File: src/rtl/bist_sched_pkg.sv
// bist_sched_pkg: widths, FSM state encodings and signature constants shared
// by the BIST scheduler top (bist_sched) and its window counter (bist_cnt).
// No ports.

package bist_sched_pkg;

  localparam int ADDR_W = 16;
  localparam int DATA_W = 16;
  localparam int SIG_W  = 32;
  localparam int CNT_W  = 16;

  // ORA register value immediately after a clear.
  localparam logic [SIG_W-1:0] SIG_SEED  = 32'h0000_0001;
  // Signature reported for an aborted session.
  localparam logic [SIG_W-1:0] SIG_ABORT = 32'hFFFF_FFFF;

  typedef enum logic [2:0] {
    ST_IDLE    = 3'd0,
    ST_CLEAR   = 3'd1,
    ST_COMPACT = 3'd2,
    ST_CAPTURE = 3'd3,
    ST_DONE    = 3'd4
  } state_e;

endpackage

File: src/rtl/bist_cnt.sv
// bist_cnt: 16-bit loadable down-counter with zero flag. Times the COMPACT
// window of a BIST session.
// Ports:
//   clk, rst_n   clock, async active-low reset (count resets to 0)
//   load         load load_val this cycle (has priority over dec)
//   dec          decrement by one; holds at zero
//   load_val     value to load
//   zero         count is zero

module bist_cnt
  import bist_sched_pkg::*;
(
  input  logic             clk,
  input  logic             rst_n,
  input  logic             load,
  input  logic             dec,
  input  logic [CNT_W-1:0] load_val,
  output logic             zero
);

  logic [CNT_W-1:0] cnt_q, cnt_d;

  always_comb begin
    cnt_d = cnt_q;
    if (load) begin
      cnt_d = load_val;
    end else if (dec && (cnt_q != '0)) begin
      cnt_d = cnt_q - {{(CNT_W-1){1'b0}}, 1'b1};
    end
  end

  always_ff @(posedge clk or negedge rst_n) begin
    if (!rst_n) begin
      cnt_q <= '0;
    end else begin
      cnt_q <= cnt_d;
    end
  end

  assign zero = (cnt_q == '0);

endmodule

File: src/rtl/bist_sched.sv
// bist_sched: BIST session scheduler and ORA port arbiter. Shares the single
// ORA access port between the CPU memory-mapped path and a session engine
// that clears the ORA, compacts cfg_len response beats, then captures and
// compares the signature.
// Ports:
//   clk, rst_n                      clock, async active-low reset
//   start, cfg_len, golden          session request and its parameters
//   resp_valid/data/addr, resp_ready  CUT response stream
//   cpu_req/we/addr/wdata, cpu_gnt, cpu_rdata  CPU path to the ORA
//   ora_addr/wdata/we/clr, ora_rdata           ORA access port
//   busy, done, pass, signature                session status and result
// Optional feature: define BIST_ABORT_EN to add the 'abort' input, which ends
// a session from CLEAR or COMPACT with pass=0 and an all-ones signature.
//
// state      | meaning
// -----------+------------------------------------------------------------
// ST_IDLE    | waiting for start; CPU may own the ORA port
// ST_CLEAR   | one cycle, ora_clr high, window counter loaded
// ST_COMPACT | cfg_len cycles, response stream drives the ORA
// ST_CAPTURE | one cycle, latch ORA value and compare with golden
// ST_DONE    | one cycle, done high; CPU may own the ORA port

module bist_sched
  import bist_sched_pkg::*;
(
  input  logic              clk,
  input  logic              rst_n,
  input  logic              start,
  input  logic [CNT_W-1:0]  cfg_len,
  input  logic [SIG_W-1:0]  golden,
  input  logic              resp_valid,
  input  logic [DATA_W-1:0] resp_data,
  input  logic [ADDR_W-1:0] resp_addr,
  output logic              resp_ready,
  input  logic              cpu_req,
  input  logic              cpu_we,
  input  logic [ADDR_W-1:0] cpu_addr,
  input  logic [DATA_W-1:0] cpu_wdata,
  output logic              cpu_gnt,
  output logic [SIG_W-1:0]  cpu_rdata,
  output logic [ADDR_W-1:0] ora_addr,
  output logic [DATA_W-1:0] ora_wdata,
  output logic              ora_we,
  output logic              ora_clr,
  input  logic [SIG_W-1:0]  ora_rdata,
  output logic              busy,
  output logic              done,
  output logic              pass,
  output logic [SIG_W-1:0]  signature
`ifdef BIST_ABORT_EN
  ,
  input  logic              abort
`endif
);

  state_e            state_q, state_d;
  logic [CNT_W-1:0]  len_q, len_d;
  logic [SIG_W-1:0]  golden_q, golden_d;
  logic [SIG_W-1:0]  sig_q, sig_d;
  logic              pass_q, pass_d;
  logic              busy_q, busy_d;
  logic              done_q, done_d;
  logic              clr_q, clr_d;
  logic              cnt_load, cnt_dec, cnt_zero;
  logic              abort_i;

`ifdef BIST_ABORT_EN
  assign abort_i = abort;
`else
  assign abort_i = 1'b0;
`endif

  // Counter holds len-1 on the first COMPACT cycle, so reaching zero marks
  // the last window cycle; a 0xFFFF window never has to count through zero.
  bist_cnt u_cnt (
    .clk      (clk),
    .rst_n    (rst_n),
    .load     (cnt_load),
    .dec      (cnt_dec),
    .load_val (len_q - {{(CNT_W-1){1'b0}}, 1'b1}),
    .zero     (cnt_zero)
  );

  always_comb begin
    state_d  = state_q;
    len_d    = len_q;
    golden_d = golden_q;
    sig_d    = sig_q;
    pass_d   = pass_q;
    cnt_load = 1'b0;
    cnt_dec  = 1'b0;
    case (state_q)
      ST_IDLE: begin
        if (start) begin
          state_d  = ST_CLEAR;
          len_d    = cfg_len;
          golden_d = golden;
        end
      end
      ST_CLEAR: begin
        cnt_load = 1'b1;
        if (abort_i) begin
          state_d = ST_DONE;
          sig_d   = SIG_ABORT;
          pass_d  = 1'b0;
        end else if (len_q != '0) begin
          state_d = ST_COMPACT;
        end else begin
          state_d = ST_CAPTURE;
        end
      end
      ST_COMPACT: begin
        cnt_dec = 1'b1;
        if (abort_i) begin
          state_d = ST_DONE;
          sig_d   = SIG_ABORT;
          pass_d  = 1'b0;
        end else if (cnt_zero) begin
          state_d = ST_CAPTURE;
        end
      end
      ST_CAPTURE: begin
        state_d = ST_DONE;
        sig_d   = ora_rdata;
        pass_d  = (ora_rdata == golden_q);
      end
      ST_DONE: begin
        state_d = ST_IDLE;
      end
      default: begin
        state_d = ST_IDLE;
      end
    endcase

    busy_d = (state_d == ST_CLEAR) || (state_d == ST_COMPACT) ||
             (state_d == ST_CAPTURE);
    done_d = (state_d == ST_DONE);
    clr_d  = (state_d == ST_CLEAR);
  end

  // ORA is held cleared throughout reset.
  always_ff @(posedge clk or negedge rst_n) begin
    if (!rst_n) begin
      state_q  <= ST_IDLE;
      len_q    <= '0;
      golden_q <= '0;
      sig_q    <= '0;
      pass_q   <= 1'b0;
      busy_q   <= 1'b0;
      done_q   <= 1'b0;
      clr_q    <= 1'b1;
    end else begin
      state_q  <= state_d;
      len_q    <= len_d;
      golden_q <= golden_d;
      sig_q    <= sig_d;
      pass_q   <= pass_d;
      busy_q   <= busy_d;
      done_q   <= done_d;
      clr_q    <= clr_d;
    end
  end

  // A start in IDLE wins the port over a same-cycle CPU request.
  assign cpu_gnt = rst_n && cpu_req &&
                   ((state_q == ST_IDLE) || (state_q == ST_DONE)) &&
                   !((state_q == ST_IDLE) && start);

  assign resp_ready = (state_q == ST_COMPACT);

  always_comb begin
    ora_addr  = '0;
    ora_wdata = '0;
    ora_we    = 1'b0;
    if (state_q == ST_COMPACT) begin
      ora_addr  = resp_addr;
      ora_wdata = resp_data;
      ora_we    = resp_valid;
    end else if (cpu_gnt) begin
      ora_addr  = cpu_addr;
      ora_wdata = cpu_wdata;
      ora_we    = cpu_we;
    end
  end

  assign cpu_rdata = ora_rdata;
  assign ora_clr   = clr_q;
  assign busy      = busy_q;
  assign done      = done_q;
  assign pass      = pass_q;
  assign signature = sig_q;

endmodule

File: config.mk
export PLATFORM = sky130hd
export DESIGN_NAME = bist_sched
export DESIGN_NICKNAME = d
export VERILOG_FILES = /design/src/rtl/bist_sched_pkg.sv /design/src/rtl/bist_cnt.sv /design/src/rtl/bist_sched.sv
export SDC_FILE = /design/constraint.sdc
export NUM_CORES = 1
export LEC_CHECK = 0
export CORE_MARGIN = 3
export CORE_UTILIZATION = 45
export DETAILED_ROUTE_END_ITERATION = 8
export PLACE_DENSITY = 0.87
export SYNTH_ARGS = -nofsm -noshare
export SYNTH_HDL_FRONTEND = slang
export SYNTH_SLANG_ARGS = --single-unit
File: constraint.sdc
create_clock -name clk -period 5.8 [get_ports clk]
set_input_delay 0.87 -clock clk [delete_from_list [all_inputs] [get_ports clk]]
set_output_delay 0.87 -clock clk [all_outputs]
set_load 0.01 [all_outputs]
==> results_tabular.tex, run 1 <==
\begin{tabular}{lr}
\hline
Metric & Value \\
\hline
\multicolumn{2}{l}{\textbf{Run status}} \\
\quad Outcome & complete, no violations \\
\multicolumn{2}{l}{\textbf{CTS}} \\
\quad Cell at the root of the clock tree & sky130\_fd\_sc\_hd\_\_clkbuf\_16 \\
\quad Setup repair bufs after CTS & 0 \\
\quad H-tree level count & 3 \\
\quad CTS tree & yes \\
\quad Total CTS buffers & 9 \\
\quad Clk\_lat worst skew & 0.35 ns \\
\quad Hold-fix buffers, CTS & 0 \\
\quad Buffers from clock root to sink, at most & 2 \\
\quad Clock sinks & approximately 100 \\
\quad Clock-pin transition on the worst setup and hold timing paths & roughly 0.070 ns \\
\quad Resized cells post-CTS & 0 \\
\multicolumn{2}{l}{\textbf{Critical path}} \\
\quad Crit. End Element & output pin \\
\quad Worst setup SP type & input pin \\
\quad Worst stage delay on the critical path & 0.54 ns \\
\quad Largest fanout on the critical path & 34 \\
\quad Type of the worst setup path & in2out \\
\quad Cell-by-cell trace of the critical path & clkdlybuf4s50\_1 -> nor4b\_4 -> nor4\_2 -> buf\_4 -> a22o\_1 -> clkdlybuf4s50\_1 \\
\quad Worst endpoint data arrival time & roughly 2.8 ns \\
\quad Crit-path most repeated cell & sky130\_fd\_sc\_hd\_\_clkdlybuf4s50\_1 \\
\quad Critical path's slowest cell & sky130\_fd\_sc\_hd\_\_clkdlybuf4s50\_1 \\
\quad Crit path required time & 4.93 ns \\
\multicolumn{2}{l}{\textbf{Pwr}} \\
\quad Maximum VDD drop & 270 µV \\
\quad LEAKAGE & 0.00339 µW \\
\quad Pwr dens & 470 mW/mm² \\
\multicolumn{2}{l}{\textbf{Synthesis}} \\
\quad Post-synth EDFFs & 0 \\
\quad Portion of the post-synthesis area used by sequential elements & 47.7\% \\
\quad Seq cells post-synth & 103 \\
\quad Most used flip-flop cell after synthesis & sky130\_fd\_sc\_hd\_\_dfrtp\_1 \\
\quad Warnings from Yosys & 0 \\
\quad Cell variety after synth & 52 \\
\quad Async set or reset register ratio after synthesis & 100\% \\
\quad Syn Nets & slightly below 700 \\
\quad Average footprint of a synthesized cell & 10.3 µm² \\
\quad Mapped Cells & 525 \\
\quad Synth Cell Area & about 0.0054 mm² \\
\multicolumn{2}{l}{\textbf{Hold path}} \\
\quad Hold/Removal Path Class & reg2reg \\
\multicolumn{2}{l}{\textbf{Die}} \\
\quad Vertical extent of the die & between 100 and 150 µm \\
\quad Initial standard-cell utilization of the core & 46.7\% \\
\quad Die Area & 0.0134 mm² \\
\quad Horizontal extent of the die & roughly 120 µm \\
\quad Total core area & 0.0116 mm² \\
\quad Row count & 39 \\
\quad \# IOs & 253 \\
\multicolumn{2}{l}{\textbf{Timing}} \\
\quad Final Hold Viols & 0 \\
\quad Summed negative setup slack over all endpoints & 0 ns \\
\quad FMAX & 271 MHz \\
\quad Worst slew margin relative to its limit & roughly 27\% \\
\quad Slew Viols, Final & 0 \\
\quad Setup repair after global routing missed its margin & no \\
\quad Min cycle time layout & 3.68 ns \\
\quad Slew at the pin closest to its max-slew limit & 1.09 ns \\
\quad Maximum clock skew at final layout & 0.0128 ns \\
\quad Post-route clock period utilization & 63.5\% \\
\quad Setup violators final & 0 \\
\multicolumn{2}{l}{\textbf{Layout}} \\
\quad Net count reported at finish & 889 \\
\quad Area delta synth->final & 50.3\% \\
\quad Finished layout cell area & roughly 0.0081 mm² \\
\quad Top library cells by usage in the layout, fill and taps aside & 251 x sky130\_fd\_sc\_hd\_\_clkdlybuf4s50\_1, 110 x sky130\_fd\_sc\_hd\_\_nand2\_1, 102 x sky130\_fd\_sc\_hd\_\_dfrtp\_1 \\
\quad Fraction of layout cells with a size suffix above 1 & between 10\% and 20\% \\
\quad Diode count & 0 \\
\quad Most common library cell in the layout ignoring fill and taps & sky130\_fd\_sc\_hd\_\_clkdlybuf4s50\_1 \\
\quad Final standard cell count with taps included and fillers excluded & 886 \\
\multicolumn{2}{l}{\textbf{Placed design}} \\
\quad Routability congestion estimate from global placement & 0.877 \\
\quad \# placed instances & a little under 900 \\
\quad Placement-stage cell area & 0.00780 mm² \\
\quad Final HPWL DP & 12900 µm \\
\quad IO Port Bufs & $\sim$250 \\
\multicolumn{2}{l}{\textbf{GRT}} \\
\quad Wire length of the first global-routing pass & about 25000 µm \\
\quad Antenna violations before repair & 0 \\
\quad Vias in the first global route & 4893 \\
\quad Residual overflow from global routing & 0 \\
\quad Largest net degree at the start of global routing & 58 \\
\quad Overall routing resource usage & 25.0\% \\
\multicolumn{2}{l}{\textbf{Detailed routing}} \\
\quad Via-to-Cell Ratio & 5.38 \\
\quad Via count & 4768 \\
\quad Routed Wire Length & 17200 µm \\
\quad Detail-routed net length per standard cell & 19.4 µm \\
\quad Remaining DRCs & 0 \\
\quad Number of antenna-violating nets in the routed design & 0 \\
\quad First-pass iteration count of the detailed router & 4 \\
\quad Initial drt markers & 227 \\
\multicolumn{2}{l}{\textbf{Job}} \\
\quad Number of maximum-capacitance constraint violations & 0 \\
\hline
\end{tabular}
[critical path, delay by kind of cell]
family / cells / cell delay (ns)
buffers and inverters: 3 / 1.34
and+or+nand+nor: 2 / 0.38
AOI/OAI and AO/OA: 1 / 0.22
[cell usage after synthesis (6+ instances only)]
cell                       number  area, µm²
sky130_fd_sc_hd__buf_4         33        248
sky130_fd_sc_hd__nand2_1      110        413
sky130_fd_sc_hd__clkbuf_1      19       71.3
sky130_fd_sc_hd__nand4_1        6       37.5
sky130_fd_sc_hd__mux2_2        47        529
sky130_fd_sc_hd__nor3_1        14       70.1
sky130_fd_sc_hd__o21ai_0       12       60.1
sky130_fd_sc_hd__nor4_1         9       56.3
sky130_fd_sc_hd__nand3_1        7       35.0
sky130_fd_sc_hd__dfrtp_1      102       2550
sky130_fd_sc_hd__nor2_1        22       82.6
sky130_fd_sc_hd__a22o_1        34        298
sky130_fd_sc_hd__xor2_1        32        280
sky130_fd_sc_hd__xnor2_1       21        184
[worst paths after layout]
kind	end	cells past startpoint	slack [ns]	from
max in group asynchronous	u_cnt.cnt_q[1]$_DFFE_PN0P_	3	4.03	rst_n
min	signature[11]$_DFFE_PN0N_	2	0.48	signature[11]$_DFFE_PN0N_
min reg2reg	signature[11]$_DFFE_PN0N_	2	0.48	signature[11]$_DFFE_PN0N_
max reg2reg	u_cnt.cnt_q[12]$_DFFE_PN0P_	9	3.08	state_q[0]$_DFF_PN0_
min in group asynchronous	len_q[7]$_DFFE_PN0P_	2	0.69	rst_n
max	ora_wdata[7]	6	2.12	start
[kinds of logic (layout without fill, tap and decap cells)]
| group | Yosys count | in the layout | share of synthesized area [%] |
|---|---|---|---|
| adders and majority gates | 1 | 1 | 0.232 |
| xor gates and xnor gates | 53 | 53 | 8.59 |
| buffers and inverters | 60 | 278 | 7.06 |
| DFF | 103 | 103 | 47.7 |
| muxes | 50 | 50 | 10.4 |
| AOI/OAI and AO/OA | 67 | 67 | 9.63 |
| and+or+nand+nor | 191 | 191 | 16.4 |
[sequential cells by signal, indices dropped and copies added, names as in the netlist]
| name | count |
|---|---|
| busy | 1 |
| ora_clr | 1 |
| u_cnt.cnt_q | 16 |
| state_q | 3 |
| signature | 32 |
| golden_q | 32 |
| pass | 1 |
| done | 1 |
| len_q | 16 |
[final cells by class]
cell class                      instances  area, µm²
Inverter                                3       11.3
Fill cell                             815       3450
Multi-Input combinational cell        362       2460
Tap cell                              143        179
Clock buffer                           11        253
Clock inverter                          5       62.6
Sequential cell                       103       2580
Timing Repair Buffer                  259       2570
[metrics by stage]
step	setup WS, ns	total power (µW)	utilization, %	hold WS [ns]
final	2.12	3820	70.2	0.483
after CTS	2.13	3840	70.2	0.484
after global placement	2.24	3080	67.5	0.458
after detailed placement	2.14	3170	67.5	0.466
after global routing	2.00	4040	70.2	0.500
after floorplan	2.65	2370	-	0.471
[report_power, final]
part           internal [µW]  switching [µW]  leakage (µW)  total [µW]
logic                    982             802       0.00200        1780
clock network            362             277      0.000154         639
registers               1080             317       0.00123        1400
[metal layers]
layer | vias to the layer above | track usage [%] | wire [µm]
met3 | 24 | 9.56 | 1370
met2 | 186 | 40.8 | 8610
li1 | 2209 | - | -
met4 | 0 | 7.36 | 333
met5 | - | 0 | 0
met1 | 2349 | 31.1 | 6840
Note: power is estimated with default switching activity, not from simulation.
==> inputs of run 2 (changes only) <==
--- a/config.mk
+++ b/config.mk
@@ -6,9 +6,9 @@
 export NUM_CORES = 1
 export LEC_CHECK = 0
 export CORE_MARGIN = 3
-export CORE_UTILIZATION = 45
+export CORE_UTILIZATION = 38
 export DETAILED_ROUTE_END_ITERATION = 8
-export PLACE_DENSITY = 0.87
+export PLACE_DENSITY = 0.78
 export SYNTH_ARGS = -nofsm -noshare
 export SYNTH_HDL_FRONTEND = slang
 export SYNTH_SLANG_ARGS = --single-unit
==> constraint.sdc (replaced) <==
create_clock -name clk -period 3.34 [get_ports clk]
set_input_delay 0.501 -clock clk [delete_from_list [all_inputs] [get_ports clk]]
set_output_delay 0.501 -clock clk [all_outputs]
set_load 0.01 [all_outputs]
==> results_tabular.tex, run 2 (synthesis results as in run 1) <==
\begin{tabular}{lr}
\hline
Metric & Value \\
\hline
\multicolumn{2}{l}{\textbf{Run status}} \\
\quad Outcome & complete, no violations \\
\multicolumn{2}{l}{\textbf{Critical path}} \\
\quad Crit path required time & 2.84 ns (-2.09 ns) \\
\quad Buffer and inverter count on the worst path & 3 (unchanged) \\
\quad Cell-by-cell trace of the critical path & clkdlybuf4s50\_1 -> nor4b\_4 -> nor4\_2 -> buf\_4 -> a22o\_1 -> clkdlybuf4s50\_1 \\
\quad Largest fanout on the critical path & 34 (unchanged) \\
\quad Crit. End Element & output pin \\
\quad Cell type group with the largest total delay on the critical path & buffers and inverters \\
\quad Worst stage delay on the critical path & 0.54 ns (about the same) \\
\quad Worst setup SP type & input pin \\
\quad Critical path's slowest cell & sky130\_fd\_sc\_hd\_\_clkdlybuf4s50\_1 \\
\quad Worst endpoint data arrival time & 2.39 ns (-0.42 ns) \\
\quad Type of the worst setup path & in2out \\
\quad Reg2Reg Depth & 8 (-1) \\
\quad Crit-path most repeated cell & sky130\_fd\_sc\_hd\_\_clkdlybuf4s50\_1 \\
\quad Critical path depth in cells & 6 (unchanged) \\
\multicolumn{2}{l}{\textbf{Detailed routing}} \\
\quad Remaining DRCs & 0 (unchanged) \\
\quad Detail-routed net length per standard cell & 19.3 µm (-0.34\%) \\
\quad Routed Wire Length & 17700 µm (+3.4\%) \\
\quad Initial drt markers & 329 (+45\%) \\
\quad Via-to-Cell Ratio & 5.12 (-4.9\%) \\
\quad Number of antenna-violating nets in the routed design & 0 (unchanged) \\
\quad First-pass iteration count of the detailed router & 4 (unchanged) \\
\quad Via count & 4702 (-1.4\%) \\
\multicolumn{2}{l}{\textbf{Timing}} \\
\quad Setup violators final & 0 (unchanged) \\
\quad Summed negative setup slack over all endpoints & 0 ns (unchanged) \\
\quad Final Hold Viols & 0 (unchanged) \\
\quad Slew Viols, Final & 0 (unchanged) \\
\quad FMAX & 346 MHz \\
\quad Setup repair after global routing missed its margin & no \\
\quad Setup WS post-layout & 0.446 ns (-1.67 ns) \\
\quad Worst slew margin relative to its limit & 24.3\% (-2.7 points) \\
\quad Post-route clock period utilization & 86.6\% \\
\quad Min cycle time layout & 2.89 ns \\
\quad Maximum clock skew at final layout & 0.00711 ns (-0.00569 ns) \\
\quad Slew at the pin closest to its max-slew limit & 1.13 ns (+0.0408 ns) \\
\multicolumn{2}{l}{\textbf{CTS}} \\
\quad CTS tree & yes \\
\quad Buffers from clock root to sink, at most & 2 (unchanged) \\
\quad Hold-fix buffers, CTS & 0 (unchanged) \\
\quad H-tree level count & 3 (unchanged) \\
\quad Cell at the root of the clock tree & sky130\_fd\_sc\_hd\_\_clkbuf\_16 \\
\quad Clk\_lat worst skew & 0.35 ns (about the same) \\
\quad Total CTS buffers & 9 (unchanged) \\
\quad Setup repair bufs after CTS & 0 (unchanged) \\
\quad Clock sinks & 103 (unchanged) \\
\quad Clock-pin transition on the worst setup and hold timing paths & 0.07 ns (about the same) \\
\quad Resized cells post-CTS & 0 (unchanged) \\
\multicolumn{2}{l}{\textbf{Die}} \\
\quad Horizontal extent of the die & 125 µm (+8.4\%) \\
\quad Row count & 42 (+7.7\%) \\
\quad Vertical extent of the die & 125 µm (+8.4\%) \\
\quad Die Area & 0.0157 mm² (+17\%) \\
\quad Initial standard-cell utilization of the core & 39.8\% (-6.9 points) \\
\quad \# IOs & 253 (unchanged) \\
\quad Total core area & 0.0136 mm² (+17\%) \\
\multicolumn{2}{l}{\textbf{Placed design}} \\
\quad IO Port Bufs & 252 (unchanged) \\
\quad Worst setup slack before clock tree synthesis & 0.453 ns (-1.68 ns) \\
\quad Routability congestion estimate from global placement & 0.942 (+7.3\%) \\
\quad Final HPWL DP & 13500 µm (+4.5\%) \\
\multicolumn{2}{l}{\textbf{Pwr}} \\
\quad LEAKAGE & 0.00337 µW (-0.48\%) \\
\quad Pwr dens & 804 mW/mm² (+71\%) \\
\quad Maximum VDD drop & 451 µV (+67\%) \\
\multicolumn{2}{l}{\textbf{Job}} \\
\quad Number of maximum-capacitance constraint violations & 0 (unchanged) \\
\multicolumn{2}{l}{\textbf{GRT}} \\
\quad Vias in the first global route & 4985 (+1.9\%) \\
\quad Residual overflow from global routing & 0 (unchanged) \\
\quad Largest net degree at the start of global routing & 58 (unchanged) \\
\quad Overall routing resource usage & 22.5\% (-2.5 points) \\
\quad Wire length of the first global-routing pass & 28000 µm (+10\%) \\
\quad Antenna violations before repair & 0 (unchanged) \\
\multicolumn{2}{l}{\textbf{Layout}} \\
\quad Most common library cell in the layout ignoring fill and taps & sky130\_fd\_sc\_hd\_\_clkdlybuf4s50\_1 \\
\quad Fraction of layout cells with a size suffix above 1 & 11.2\% (-0.13 points) \\
\quad Post-route core utilization & 60.0\% (-10 points) \\
\quad Net count reported at finish & 889 (unchanged) \\
\quad Top library cells by usage in the layout, fill and taps aside & 251 x sky130\_fd\_sc\_hd\_\_clkdlybuf4s50\_1, 110 x sky130\_fd\_sc\_hd\_\_nand2\_1, 102 x sky130\_fd\_sc\_hd\_\_dfrtp\_1 \\
\quad Area delta synth->final & 50.7\% \\
\quad Diode count & 0 (unchanged) \\
\multicolumn{2}{l}{\textbf{Hold path}} \\
\quad Hold/Removal Path Class & in2async \\
\hline
\end{tabular}
[run 2: changes by cell type in the layout (fill, tap and decap cells not counted)]
cell / previous run / this run
sky130_fd_sc_hd__buf_4: 8 / 7
sky130_fd_sc_hd__clkbuf_8: 2 / 1
sky130_fd_sc_hd__clkinvlp_4: 1 / 2
sky130_fd_sc_hd__clkbuf_1: 0 / 1
sky130_fd_sc_hd__buf_12: 0 / 1
sky130_fd_sc_hd__bufinv_16: 1 / 0
[run 2: worst paths after layout]
check	startpoint	endpoint	slack, ns
worst max-delay path	start	ora_wdata[3]	0.45
worst min-delay path	rst_n	golden_q[13]$_DFFE_PN0P_	0.28
worst max register to register	state_q[0]$_DFF_PN0_	u_cnt.cnt_q[12]$_DFFE_PN0P_	0.51
worst min register to register	signature[8]$_DFFE_PN0N_	signature[8]$_DFFE_PN0N_	0.48
max in group asynchronous	rst_n	signature[0]$_DFFE_PN0N_	1.91
min in group clk	signature[8]$_DFFE_PN0N_	signature[8]$_DFFE_PN0N_	0.48
[run 2: routing by layer]
layer	up-vias	track usage, %	share of wire (%)
li1	2209	-	-
met1	2312	28.6	41
met2	161	37.9	50
met3	20	7.33	7.0
met4	0	4.85	1.3
met5	-	0	0
[run 2: through the flow]
step / hold slack, ns / total power, µW / std cells / area, µm²
after floorplan: 0.205 / 4120 / 525 / 5400
after global placement: 0.457 / 5410 / 903 / 7860
after detailed placement: 0.461 / 5530 / 903 / 7860
after CTS: 0.301 / 6590 / 919 / 8140
after global routing: 0.329 / 6990 / 919 / 8140
final: 0.281 / 6540 / 919 / 8140
[run 2: layout make-up]
type | count | area [µm²]
fillers | 1164 | 5420
repair buffers | 259 | 2580
flip-flops and latches | 103 | 2580
multi-input cells | 362 | 2460
clock buffers | 11 | 243
well taps | 176 | 220
clock inverters | 5 | 40.0
inverters | 3 | 11.3
[run 2: where the power goes]
group	internal, µW	switching [µW]
clock	533	478
combinational	1720	1380
sequential	1870	553
